==> config.mk <==
export PLATFORM = sky130hd
export DESIGN_NAME = message_reply_tx_flat
export DESIGN_NICKNAME = d
export VERILOG_FILES = /design/src/rtl/message_reply_tx_pkg.sv /design/src/rtl/message_reply_tx_if.sv /design/src/rtl/message_reply_tx_uart_tx_core.sv /design/src/rtl/message_reply_tx.sv /design/src/flat_wrapper.sv
export SDC_FILE = /design/constraint.sdc
export NUM_CORES = 1
export LEC_CHECK = 0
export ABC_AREA = 1
export CAP_MARGIN = 25
export CORE_MARGIN = 2
export CORE_UTILIZATION = 35
export CTS_CLUSTER_SIZE = 20
export DETAILED_ROUTE_END_ITERATION = 10
export SYNTH_ARGS = -nofsm -noshare
export SYNTH_HDL_FRONTEND = slang
export SYNTH_HIERARCHICAL = 1
export SYNTH_SLANG_ARGS = --single-unit
==> constraint.sdc <==
create_clock -name MESSAGE_INTERPRETER_CLOCK_50 -period 3.44 [get_ports MESSAGE_INTERPRETER_CLOCK_50]
set_input_delay 0.344 -clock MESSAGE_INTERPRETER_CLOCK_50 [delete_from_list [all_inputs] [get_ports MESSAGE_INTERPRETER_CLOCK_50]]
set_output_delay 0.344 -clock MESSAGE_INTERPRETER_CLOCK_50 [all_outputs]
set_load 0.005 [all_outputs]
==> src/rtl/message_reply_tx_pkg.sv <==
// Command codes shared with the message interpreter, reply classification
// and the state encodings used by the reply transmitter.
package message_reply_tx_pkg;

  localparam logic [7:0] CMD_WAYPOINT_FIRST = 8'd1;
  localparam logic [7:0] CMD_WAYPOINT_LAST  = 8'd8;
  localparam logic [7:0] CMD_STOP           = 8'd9;
  localparam logic [7:0] CMD_BEGIN          = 8'd10;
  localparam logic [7:0] CMD_X              = 8'd20;
  localparam logic [7:0] CMD_Y              = 8'd21;
  localparam logic [7:0] CMD_THETA          = 8'd22;
  localparam logic [7:0] CMD_RPM0           = 8'd30;
  localparam logic [7:0] CMD_RPM1           = 8'd31;
  localparam logic [7:0] CMD_RPM2           = 8'd32;
  localparam logic [7:0] CMD_RPM3           = 8'd33;
  localparam logic [7:0] CMD_DIST0          = 8'd40;
  localparam logic [7:0] CMD_DIST1          = 8'd41;
  localparam logic [7:0] CMD_DIST2          = 8'd42;
  localparam logic [7:0] CMD_DIST3          = 8'd43;
  localparam logic [7:0] CMD_BEHAVIOR       = 8'd50;
  localparam logic [7:0] CMD_IMU0           = 8'd60;
  localparam logic [7:0] CMD_IMU1           = 8'd61;
  localparam logic [7:0] CMD_IMU2           = 8'd62;

  typedef enum logic [1:0] {
    CLS_NONE = 2'd0,
    CLS_ACK  = 2'd1,
    CLS_DATA = 2'd2
  } cmd_class_e;

  typedef enum logic [1:0] {
    CTL_IDLE = 2'd0,
    CTL_WAIT = 2'd1,
    CTL_SEND = 2'd2
  } ctl_state_e;

  typedef enum logic [1:0] {
    TX_IDLE  = 2'd0,
    TX_START = 2'd1,
    TX_DATA  = 2'd2,
    TX_STOP  = 2'd3
  } tx_state_e;

  // Motion commands are acknowledged by echo; telemetry queries return data.
  function automatic cmd_class_e classify_cmd(input logic [7:0] c);
    cmd_class_e r;
    r = CLS_NONE;
    if (c inside {[CMD_WAYPOINT_FIRST:CMD_WAYPOINT_LAST], CMD_STOP, CMD_BEGIN})
      r = CLS_ACK;
    else if (c inside {CMD_X, CMD_Y, CMD_THETA,
                       CMD_RPM0, CMD_RPM1, CMD_RPM2, CMD_RPM3,
                       CMD_DIST0, CMD_DIST1, CMD_DIST2, CMD_DIST3,
                       CMD_BEHAVIOR, CMD_IMU0, CMD_IMU1, CMD_IMU2})
      r = CLS_DATA;
    return r;
  endfunction

endpackage

==> src/rtl/message_reply_tx_if.sv <==
// Command/reply bundle between the interpreter side and the reply transmitter.
interface message_reply_tx_if #(parameter int INT_WIDTH = 8);

  logic                 MESSAGE_REPLY_FLAGDATAIN_In;
  logic [INT_WIDTH-1:0] MESSAGE_REPLY_CMD_InBus;
  logic [INT_WIDTH-1:0] MESSAGE_REPLY_DATA_InBus;
  logic                 MESSAGE_REPLY_TX_Out;
  logic                 MESSAGE_REPLY_BUSY_Out;
  logic                 MESSAGE_REPLY_DONE_Out;
  logic                 MESSAGE_REPLY_OVERRUN_Out;

  modport master (
    output MESSAGE_REPLY_FLAGDATAIN_In, MESSAGE_REPLY_CMD_InBus, MESSAGE_REPLY_DATA_InBus,
    input  MESSAGE_REPLY_TX_Out, MESSAGE_REPLY_BUSY_Out, MESSAGE_REPLY_DONE_Out,
           MESSAGE_REPLY_OVERRUN_Out
  );

  modport slave (
    input  MESSAGE_REPLY_FLAGDATAIN_In, MESSAGE_REPLY_CMD_InBus, MESSAGE_REPLY_DATA_InBus,
    output MESSAGE_REPLY_TX_Out, MESSAGE_REPLY_BUSY_Out, MESSAGE_REPLY_DONE_Out,
           MESSAGE_REPLY_OVERRUN_Out
  );

endinterface

==> src/rtl/message_reply_tx_uart_tx_core.sv <==
// 8N1 serialiser: i_load starts a frame, o_last flags the final stop-bit cycle,
// o_done pulses on return to idle. TX is a registered copy of the next state.
module message_reply_tx_uart_tx_core
  import message_reply_tx_pkg::*;
#(
  parameter int CLKS_PER_BIT = 434,
  parameter int INT_WIDTH    = 8
) (
  input  logic                 MESSAGE_INTERPRETER_CLOCK_50,
  input  logic                 MESSAGE_INTERPRETER_RESET_InHigh,
  input  logic                 i_load,
  input  logic [INT_WIDTH-1:0] i_load_dat,
  output logic                 o_tx,
  output logic                 o_done,
  output logic                 o_last
);

  localparam int BW = $clog2(CLKS_PER_BIT);
  localparam int IW = $clog2(INT_WIDTH);
  localparam logic [BW-1:0] BAUD_MAX = BW'(CLKS_PER_BIT - 1);
  localparam logic [IW-1:0] BIT_LAST = IW'(INT_WIDTH - 1);

  tx_state_e            r_state, w_state_nxt;
  logic [BW-1:0]        r_baud, w_baud_nxt;
  logic [IW-1:0]        r_bit, w_bit_nxt;
  logic [INT_WIDTH-1:0] r_shift, w_shift_nxt;
  logic                 r_tx, w_tx_nxt;
  logic                 r_done, w_done_nxt;
  logic                 w_baud_end;

  assign w_baud_end = (r_baud == BAUD_MAX);

  always_comb begin
    w_state_nxt = r_state;
    w_baud_nxt  = r_baud;
    w_bit_nxt   = r_bit;
    w_shift_nxt = r_shift;
    w_done_nxt  = 1'b0;
    o_last      = 1'b0;
    case (r_state)
      TX_IDLE: begin
        if (i_load) begin
          w_state_nxt = TX_START;
          w_shift_nxt = i_load_dat;
          w_baud_nxt  = '0;
          w_bit_nxt   = '0;
        end
      end
      TX_START: begin
        w_baud_nxt = w_baud_end ? '0 : r_baud + BW'(1);
        if (w_baud_end) w_state_nxt = TX_DATA;
      end
      TX_DATA: begin
        w_baud_nxt = w_baud_end ? '0 : r_baud + BW'(1);
        if (w_baud_end) begin
          w_shift_nxt = r_shift >> 1;
          if (r_bit == BIT_LAST) w_state_nxt = TX_STOP;
          else                   w_bit_nxt   = r_bit + IW'(1);
        end
      end
      TX_STOP: begin
        w_baud_nxt = w_baud_end ? '0 : r_baud + BW'(1);
        if (w_baud_end) begin
          w_state_nxt = TX_IDLE;
          w_done_nxt  = 1'b1;
          o_last      = 1'b1;
        end
      end
      default: w_state_nxt = TX_IDLE;
    endcase
    // Line level follows the state being entered so TX changes with the state.
    case (w_state_nxt)
      TX_START: w_tx_nxt = 1'b0;
      TX_DATA:  w_tx_nxt = w_shift_nxt[0];
      default:  w_tx_nxt = 1'b1;
    endcase
  end

  always_ff @(posedge MESSAGE_INTERPRETER_CLOCK_50 or posedge MESSAGE_INTERPRETER_RESET_InHigh) begin
    if (MESSAGE_INTERPRETER_RESET_InHigh) begin
      r_state <= TX_IDLE;
      r_baud  <= '0;
      r_bit   <= '0;
      r_shift <= '0;
      r_tx    <= 1'b1;
      r_done  <= 1'b0;
    end else begin
      r_state <= w_state_nxt;
      r_baud  <= w_baud_nxt;
      r_bit   <= w_bit_nxt;
      r_shift <= w_shift_nxt;
      r_tx    <= w_tx_nxt;
      r_done  <= w_done_nxt;
    end
  end

  assign o_tx   = r_tx;
  assign o_done = r_done;

endmodule

==> src/rtl/message_reply_tx.sv <==
// Sends the interpreter's reply byte on UART TX after each accepted command flag edge:
// ACK codes echo the command, DATA codes send DATA_InBus captured LATCH_DELAY cycles later.
module message_reply_tx
  import message_reply_tx_pkg::*;
#(
  parameter int CLK_FREQ     = 50000000,
  parameter int BAUD         = 115200,
  parameter int CLKS_PER_BIT = CLK_FREQ / BAUD,
  parameter int LATCH_DELAY  = 2,
  parameter int INT_WIDTH    = 8
) (
  input  logic                MESSAGE_INTERPRETER_CLOCK_50,
  input  logic                MESSAGE_INTERPRETER_RESET_InHigh,
  message_reply_tx_if.slave   bus
);

  localparam logic [2:0] DELAY_INIT = 3'(LATCH_DELAY - 1);

  ctl_state_e           r_ctl, w_ctl_nxt;
  logic [2:0]           r_delay, w_delay_nxt;
  logic                 r_flag_d;
  logic                 r_busy;
  logic                 r_overrun;
  logic                 w_edge;
  logic                 w_overrun_nxt;
  cmd_class_e           w_class;
  logic                 w_load;
  logic [INT_WIDTH-1:0] w_load_dat;
  logic                 w_tx, w_done, w_last;

  assign w_edge  = bus.MESSAGE_REPLY_FLAGDATAIN_In & ~r_flag_d;
  assign w_class = classify_cmd(bus.MESSAGE_REPLY_CMD_InBus);

  // Triggers are only accepted in IDLE; a valid one anywhere else is an overrun.
  assign w_overrun_nxt = w_edge && (w_class != CLS_NONE) && (r_ctl != CTL_IDLE);

  always_comb begin
    w_ctl_nxt   = r_ctl;
    w_delay_nxt = r_delay;
    w_load      = 1'b0;
    w_load_dat  = bus.MESSAGE_REPLY_CMD_InBus;
    case (r_ctl)
      CTL_IDLE: begin
        if (w_edge && w_class == CLS_ACK) begin
          w_load    = 1'b1;
          w_ctl_nxt = CTL_SEND;
        end else if (w_edge && w_class == CLS_DATA) begin
          w_ctl_nxt   = CTL_WAIT;
          w_delay_nxt = DELAY_INIT;
        end
      end
      CTL_WAIT: begin
        if (r_delay == 3'd0) begin
          w_load     = 1'b1;
          w_load_dat = bus.MESSAGE_REPLY_DATA_InBus;
          w_ctl_nxt  = CTL_SEND;
        end else begin
          w_delay_nxt = r_delay - 3'd1;
        end
      end
      CTL_SEND: begin
        if (w_last) w_ctl_nxt = CTL_IDLE;
      end
      default: w_ctl_nxt = CTL_IDLE;
    endcase
  end

  always_ff @(posedge MESSAGE_INTERPRETER_CLOCK_50 or posedge MESSAGE_INTERPRETER_RESET_InHigh) begin
    if (MESSAGE_INTERPRETER_RESET_InHigh) begin
      r_ctl     <= CTL_IDLE;
      r_delay   <= '0;
      r_flag_d  <= 1'b0;
      r_busy    <= 1'b0;
      r_overrun <= 1'b0;
    end else begin
      r_ctl     <= w_ctl_nxt;
      r_delay   <= w_delay_nxt;
      r_flag_d  <= bus.MESSAGE_REPLY_FLAGDATAIN_In;
      r_busy    <= (w_ctl_nxt != CTL_IDLE);
      r_overrun <= w_overrun_nxt;
    end
  end

  message_reply_tx_uart_tx_core #(
    .CLKS_PER_BIT (CLKS_PER_BIT),
    .INT_WIDTH    (INT_WIDTH)
  ) u_tx_core (
    .MESSAGE_INTERPRETER_CLOCK_50     (MESSAGE_INTERPRETER_CLOCK_50),
    .MESSAGE_INTERPRETER_RESET_InHigh (MESSAGE_INTERPRETER_RESET_InHigh),
    .i_load                           (w_load),
    .i_load_dat                       (w_load_dat),
    .o_tx                             (w_tx),
    .o_done                           (w_done),
    .o_last                           (w_last)
  );

  assign bus.MESSAGE_REPLY_TX_Out      = w_tx;
  assign bus.MESSAGE_REPLY_BUSY_Out    = r_busy;
  assign bus.MESSAGE_REPLY_DONE_Out    = w_done;
  assign bus.MESSAGE_REPLY_OVERRUN_Out = r_overrun;

endmodule

==> src/flat_wrapper.sv <==
// flat-port wrapper written by rule: the top's interface ports become plain ports
module message_reply_tx_flat import message_reply_tx_pkg::*;
#(
  parameter int CLK_FREQ     = 50000000,
  parameter int BAUD         = 115200,
  parameter int CLKS_PER_BIT = CLK_FREQ / BAUD,
  parameter int LATCH_DELAY  = 2,
  parameter int INT_WIDTH    = 8
)
  (MESSAGE_INTERPRETER_CLOCK_50, MESSAGE_INTERPRETER_RESET_InHigh, bus_MESSAGE_REPLY_FLAGDATAIN_In, bus_MESSAGE_REPLY_CMD_InBus, bus_MESSAGE_REPLY_DATA_InBus, bus_MESSAGE_REPLY_TX_Out, bus_MESSAGE_REPLY_BUSY_Out, bus_MESSAGE_REPLY_DONE_Out, bus_MESSAGE_REPLY_OVERRUN_Out);
  message_reply_tx_if #(.INT_WIDTH(INT_WIDTH)) bus_i ();
  input  logic MESSAGE_INTERPRETER_CLOCK_50;
  input  logic MESSAGE_INTERPRETER_RESET_InHigh;
  input wire logic [$bits(bus_i.MESSAGE_REPLY_FLAGDATAIN_In)-1:0] bus_MESSAGE_REPLY_FLAGDATAIN_In;
  input wire logic [$bits(bus_i.MESSAGE_REPLY_CMD_InBus)-1:0] bus_MESSAGE_REPLY_CMD_InBus;
  input wire logic [$bits(bus_i.MESSAGE_REPLY_DATA_InBus)-1:0] bus_MESSAGE_REPLY_DATA_InBus;
  output wire logic [$bits(bus_i.MESSAGE_REPLY_TX_Out)-1:0] bus_MESSAGE_REPLY_TX_Out;
  output wire logic [$bits(bus_i.MESSAGE_REPLY_BUSY_Out)-1:0] bus_MESSAGE_REPLY_BUSY_Out;
  output wire logic [$bits(bus_i.MESSAGE_REPLY_DONE_Out)-1:0] bus_MESSAGE_REPLY_DONE_Out;
  output wire logic [$bits(bus_i.MESSAGE_REPLY_OVERRUN_Out)-1:0] bus_MESSAGE_REPLY_OVERRUN_Out;
  assign bus_i.MESSAGE_REPLY_FLAGDATAIN_In = bus_MESSAGE_REPLY_FLAGDATAIN_In;
  assign bus_i.MESSAGE_REPLY_CMD_InBus = bus_MESSAGE_REPLY_CMD_InBus;
  assign bus_i.MESSAGE_REPLY_DATA_InBus = bus_MESSAGE_REPLY_DATA_InBus;
  assign bus_MESSAGE_REPLY_TX_Out = bus_i.MESSAGE_REPLY_TX_Out;
  assign bus_MESSAGE_REPLY_BUSY_Out = bus_i.MESSAGE_REPLY_BUSY_Out;
  assign bus_MESSAGE_REPLY_DONE_Out = bus_i.MESSAGE_REPLY_DONE_Out;
  assign bus_MESSAGE_REPLY_OVERRUN_Out = bus_i.MESSAGE_REPLY_OVERRUN_Out;
  message_reply_tx #(.CLK_FREQ(CLK_FREQ), .BAUD(BAUD), .CLKS_PER_BIT(CLKS_PER_BIT), .LATCH_DELAY(LATCH_DELAY), .INT_WIDTH(INT_WIDTH)) u_core (.MESSAGE_INTERPRETER_CLOCK_50(MESSAGE_INTERPRETER_CLOCK_50), .MESSAGE_INTERPRETER_RESET_InHigh(MESSAGE_INTERPRETER_RESET_InHigh), .bus(bus_i));
endmodule
==> results of run 1 <==
area by class of cell:
cell class / instances / area, um^2 / share of cell area, %
Clock inverter: 1 / 30.03 / 1.240
Inverter: 37 / 143.9 / 5.940
Clock buffer: 7 / 96.34 / 3.977
Multi-Input combinational cell: 193 / 1040 / 42.92
Tap cell: 72 / 90.09 / 3.719
Timing Repair Buffer: 22 / 220.2 / 9.091
Sequential cell: 32 / 802.0 / 33.11
layer usage:
layer / up-vias / track usage [%] / wire [um]
met5: - / 0 / 0
met4: 0 / 4.483 / 33
met3: 4 / 3.620 / 142
met2: 38 / 22.10 / 1769
met1: 751 / 19.07 / 1966
li1: 887 / - / -
cell usage in the layout (no fill, tap or decap), types with 6 or more instances in the layout:
master / netlist / final
clkdlybuf4s50_1: 0 / 22
nor2_1: 16 / 16
inv_2: 8 / 8
nand3_1: 22 / 22
inv_1: 27 / 27
o21ai_0: 12 / 12
ha_1: 6 / 6
clkbuf_8: 0 / 7
nand2_1: 77 / 77
nand2_2: 12 / 12
dfrtp_1: 31 / 31
critical path, cell delays in order (launching register included):
cell     delay (ns)
dfrtp_1        0.39
inv_1          0.08
ha_1           0.14
inv_1          0.03
or2_4          0.23
nor2_4         0.25
inv_1          0.12
nand2_1        0.17
nor2_2         0.09
o21ai_1        0.17
nand2_2        0.07
inv_2          0.05
nand2_2        0.04
nand2_1        0.06
nand2_1        0.05
worst paths after layout:
kind | from | endpoint | slack (ns)
max | u_core/r_delay[0] | u_core/u_tx_core/o_tx | 1.44
min | MESSAGE_INTERPRETER_RESET_InHigh | u_core/bus.MESSAGE_REPLY_BUSY_Out | 0.33
max reg2reg | u_core/r_delay[0] | u_core/u_tx_core/o_tx | 1.44
min reg2reg | u_core/r_delay[1] | u_core/r_delay[1] | 0.47
max in group asynchronous | MESSAGE_INTERPRETER_RESET_InHigh | u_core/u_tx_core/r_shift[7] | 2.25
min in group MESSAGE_INTERPRETER_CLOCK_50 | u_core/r_delay[1] | u_core/r_delay[1] | 0.47
flip-flops by register name, summed over array words and instances (netlist names):
register                              flops
u_core/u_tx_core/r_baud                   9
u_core/bus.MESSAGE_REPLY_BUSY_Out         1
u_core/u_tx_core/o_tx                     1
u_core/r_ctl                              2
u_core/u_tx_core/r_shift                  8
u_core/bus.MESSAGE_REPLY_OVERRUN_Out      1
u_core/u_tx_core/r_state                  2
u_core/r_delay                            3
u_core/r_flag_d                           1
u_core/u_tx_core/r_bit                    3
u_core/u_tx_core/o_done                   1
per-stage QoR:
step                      worst slack, ns  hold WS, ns  cells  area (um^2)
after CTS                           1.412       0.3416    364         2422
after global routing                1.241       0.3746    364         2422
final                               1.437       0.3330    364         2422
after floorplan                     1.730       0.1597    264         2004
after global placement              1.326       0.4536    356         2296
after detailed placement            1.242       0.4598    356         2296
logic make-up after synthesis:
logic type / after synthesis / synth area share (%)
xor+xnor: 6 / 2.622
buf+inv: 39 / 8.115
flops: 32 / 40.01
simple gates: 154 / 38.33
fa+ha+maj: 6 / 3.745
compound gates: 27 / 7.179
power groups by stage:
stage,clock (W),combinational [W],sequential [W]
floorplan,0,0.0000192,0.000384
global placement,0,0.0000487,0.000384
detailed placement,0,0.0000485,0.000384
CTS,0.000400,0.0000485,0.000377
global route,0.000416,0.0000534,0.000377
finish,0.000388,0.0000476,0.000377
==> results_dict.tcl, run 1 <==
set metrics [dict create \
    synth_common_cells "77 x nand2_1, 31 x dfrtp_1, 27 x inv_1" \
    ys_seq_area_share_pct 40.01 \
    drt_wl_total_mm 3.911 \
    clock_latency_ns 0.28 \
    pwr-share-comb_pct 5.8 \
    min_period_ns 2.003 \
    layout-drive-gt1-share_pct 17.12 \
    die-area_um2 6348 \
    post_cts_buffers 0 \
    synth-edff-count 0 \
    synth_top_area_share_pct 38.70 \
    coreArea_um2 5507 \
    fillCellCount 555 \
    status "complete, no violations" \
    min_period_over_period_pct 58.24 \
    drc_errors 0 \
    p_total_w 0.0008132 \
    finalSetupViolations 0 \
    crit_fanout 16 \
    finalHoldViolations 0 \
    grtUsageTotal_pct 14.12 \
    via_per_inst 4.615 \
    avgSynthCellArea_um2 7.593 \
    synth_cell_types 30 \
    internal-power_w 0.0006565 \
    gp_congestion 0.8596 \
    ys.flop_type "dfrtp_1" \
    io_buffers 22 \
    postRouteAntennaNets 0 \
    slew_viol_final 0 \
    worstMarginPinSlew_ns 0.9443 \
    cts_buffer_depth 2 \
    setup-tns-final_ns 0 \
    r2r_cells 14 \
    end_kind "flip-flop" \
    cts_buffers 5 \
    route.vias.total 1680 \
    ir_worst_vdd_uv 218.2 \
    grt_pass1_vias 1648 \
    yosys_warnings 6 \
    grt_max_degree 25 \
    slew_headroom_pct 36.97 \
    p_clk_share_pct 47.7 \
    antenna_found_initial 0 \
    netlist_area_um2 2004 \
    p_sw_w 0.0001567 \
    syn-num-nets 289 \
    cts_tree "yes" \
    leakage_nw 1.176 \
    fp.dieH_um 79.68 \
    start_kind "flip-flop" \
    pin_count 23 \
    fmax_mhz 499.2 \
    async_flop_share_pct 100.0 \
    switching_share_pct 19.27 \
    diodes 0 \
    p_seq_share_pct 46.4 \
    p_per_area_nw_per_um2 335.7 \
    globalRoute.totalOverflow 0 \
    die_width_um 79.68 \
    cts_resized 0 \
    yosysMostFrequentCell "nand2_1" \
    wl_per_cell_um 10.74 \
    postSynthCellCount 264 \
    finish.utilization_pct 43.99 \
    num_rows 27 \
    cts-root-buf "clkbuf_8" \
    synth-seq-cells 32 \
    synth_area_leaders "dfrtp_1 39%, nand2_1 14%, nand3_1 5.5%" \
    hp-class "in -> async" \
    yosys.area.top_type "dfrtp_1" \
    drt-initial-drc-count 103 \
    path_clk_slew_ns 0.07 \
    place_hpwl_mm 3.062 \
    cp.required_ns 3.65 \
    h-tree-depth 2 \
    areaGrowthSynthToFinish_pct 20.85 \
    hold_buffers 0 \
    final.setup_skew_ns 0.006556 \
    fin_nets 316 \
    drt_pass1_iterations 4 \
    cts_num_sinks 32 \
    grt_pass1_wl_mm 7.113 \
    cp_data_arrival_time_ns 2.22 \
    path_class "reg -> reg" \
    start_util_pct 36.40 \
    cap_viol_max_count 0 \
    rsz0062_at_grt "false" \
]
Power figures use the tool's default switching activity.
==> inputs of run 2 (changes only) <==
==> constraint.sdc (replaced) <==
create_clock -name MESSAGE_INTERPRETER_CLOCK_50 -period 2.1 [get_ports MESSAGE_INTERPRETER_CLOCK_50]
set_input_delay 0.21 -clock MESSAGE_INTERPRETER_CLOCK_50 [delete_from_list [all_inputs] [get_ports MESSAGE_INTERPRETER_CLOCK_50]]
set_output_delay 0.21 -clock MESSAGE_INTERPRETER_CLOCK_50 [all_outputs]
set_load 0.005 [all_outputs]
==> results_dict.tcl, run 2 (synthesis results as in run 1) <==
set metrics [dict create \
    ir_worst_vdd_uv 282.9 \
    postRouteAntennaNets 0 \
    cp_data_arrival_time_ns 1.95 \
    final.setup_skew_ns 0.005500 \
    slew_headroom_pct 75.57 \
    io_buffers 22 \
    place_hpwl_mm 3.048 \
    fin_nets 319 \
    die-area_um2 6348 \
    hp-class "in -> async" \
    fin_area_um2 2409 \
    via_per_inst 4.635 \
    min_period_over_period_pct 82.31 \
    grt_pass1_wl_mm 7.127 \
    start_kind "flip-flop" \
    pin_count 23 \
    path_class "reg -> reg" \
    p_per_area_nw_per_um2 491.4 \
    status "complete, no violations" \
    diodes 0 \
    crit_fanout 5 \
    h-tree-depth 2 \
    die_width_um 79.68 \
    placed_area_um2 2318 \
    hold_buffers 0 \
    r2r_cells 14 \
    cts_tree "yes" \
    slew_viol_final 0 \
    layout-drive-gt1-share_pct 17.29 \
    globalRoute.totalOverflow 0 \
    cp.required_ns 2.32 \
    areaGrowthSynthToFinish_pct 20.16 \
    finalSetupViolations 0 \
    grt_max_degree 25 \
    min_period_ns 1.728 \
    fin_cells 367 \
    drt-initial-drc-count 73 \
    antenna_found_initial 0 \
    cts_buffer_depth 2 \
    coreArea_um2 5507 \
    largest_register_ffs 9 \
    cp-startpoint "u_core/r_delay[0]" \
    drt_wl_total_mm 3.908 \
    cap_viol_max_count 0 \
    cts-root-buf "clkbuf_8" \
    gp_congestion 0.8708 \
    clock_latency_ns 0.28 \
    route.vias.total 1701 \
    fmax_mhz 578.5 \
    post_cts_buffers 0 \
    cts_buffers 5 \
    setup-tns-final_ns 0 \
    largest_register "u_core/u_tx_core/r_baud" \
    end_kind "flip-flop" \
    r2r_start "u_core/r_delay[0]" \
    wl_per_cell_um 10.65 \
    leakage_nw 1.173 \
    cts_resized 0 \
    start_util_pct 36.40 \
    num_rows 27 \
    worstMarginPinSlew_ns 0.3651 \
    final_common_cell "nand2_1" \
    cts_num_sinks 32 \
    grt_pass1_vias 1677 \
    top_regs "u_core/u_tx_core/r_baud: 9 flops, u_core/u_tx_core/r_shift: 8 flops" \
    dp.cells 359 \
    drc_errors 0 \
    drt_pass1_iterations 4 \
    grtUsageTotal_pct 14.21 \
    rsz0062_at_grt "false" \
    fp.dieH_um 79.68 \
    path_clk_slew_ns 0.07 \
    final_cell_mix "77 x nand2_1, 31 x dfrtp_1, 27 x inv_1" \
    finalHoldViolations 0 \
]
-- run 2: worst paths after layout --
check	endpoint	slack, ns
setup / recovery	u_core/u_tx_core/o_tx	0.37
setup reg to reg	u_core/u_tx_core/o_tx	0.37
max in group asynchronous	u_core/u_tx_core/o_tx	1.52
hold / removal	u_core/r_delay[2]	0.20
hold reg to reg	u_core/r_delay[1]	0.47
min in group MESSAGE_INTERPRETER_CLOCK_50	u_core/r_flag_d	0.39
-- run 2: worst max-delay path, cell delays in order (launching register included) --
cell and delay (ns):
dfrtp_1 0.39, inv_1 0.08, ha_1 0.14, inv_1 0.03, or2_4 0.23, nor2_4 0.09
inv_1 0.07, nand2_1 0.15, nor2_2 0.09, o21ai_1 0.15, nand2_2 0.06, inv_2 0.05
nand2_2 0.04, nand2_1 0.06, nand2_1 0.05
-- run 2: power by group --
part	switching [W]	internal (W)	total, W
Sequential	0.000000362	0.000618	0.000618
Clock	0.000217	0.000267	0.000484
Combinational	0.0000395	0.0000416	0.0000811
-- run 2: per-stage QoR --
| stage | util (%) | total power (W) | worst slack, ns | hold slack (ns) |
|---|---|---|---|---|
| final | 43.74 | 0.001183 | 0.3715 | 0.2044 |
| after detailed placement | 42.10 | 0.0007120 | 0.1106 | 0.4589 |
| after global placement | 42.10 | 0.0007120 | 0.1520 | 0.4535 |
| after CTS | 43.74 | 0.001206 | 0.3446 | 0.2043 |
| after floorplan | - | 0.0006610 | 0.3903 | 0.02566 |
| after global routing | 43.74 | 0.001236 | 0.1637 | 0.2462 |
-- run 2: layout make-up --
| class | instances | area, um^2 |
|---|---|---|
| repair buffers | 25 | 242.7 |
| flip-flops and latches | 32 | 802.0 |
| well taps | 72 | 90.09 |
| clock buffers | 8 | 90.09 |
| inverters | 37 | 143.9 |
| multi-input cells | 193 | 1040 |
| fillers | 558 | 3098 |
-- run 2: per-layer routing --
metal | GRT usage (%) | up-vias | routed length (um)
met2 | 22.77 | 36 | 1755
li1 | - | 896 | -
met5 | 0 | - | 0
met4 | 5.690 | 0 | 100
met3 | 3.054 | 11 | 143
met1 | 18.62 | 758 | 1908
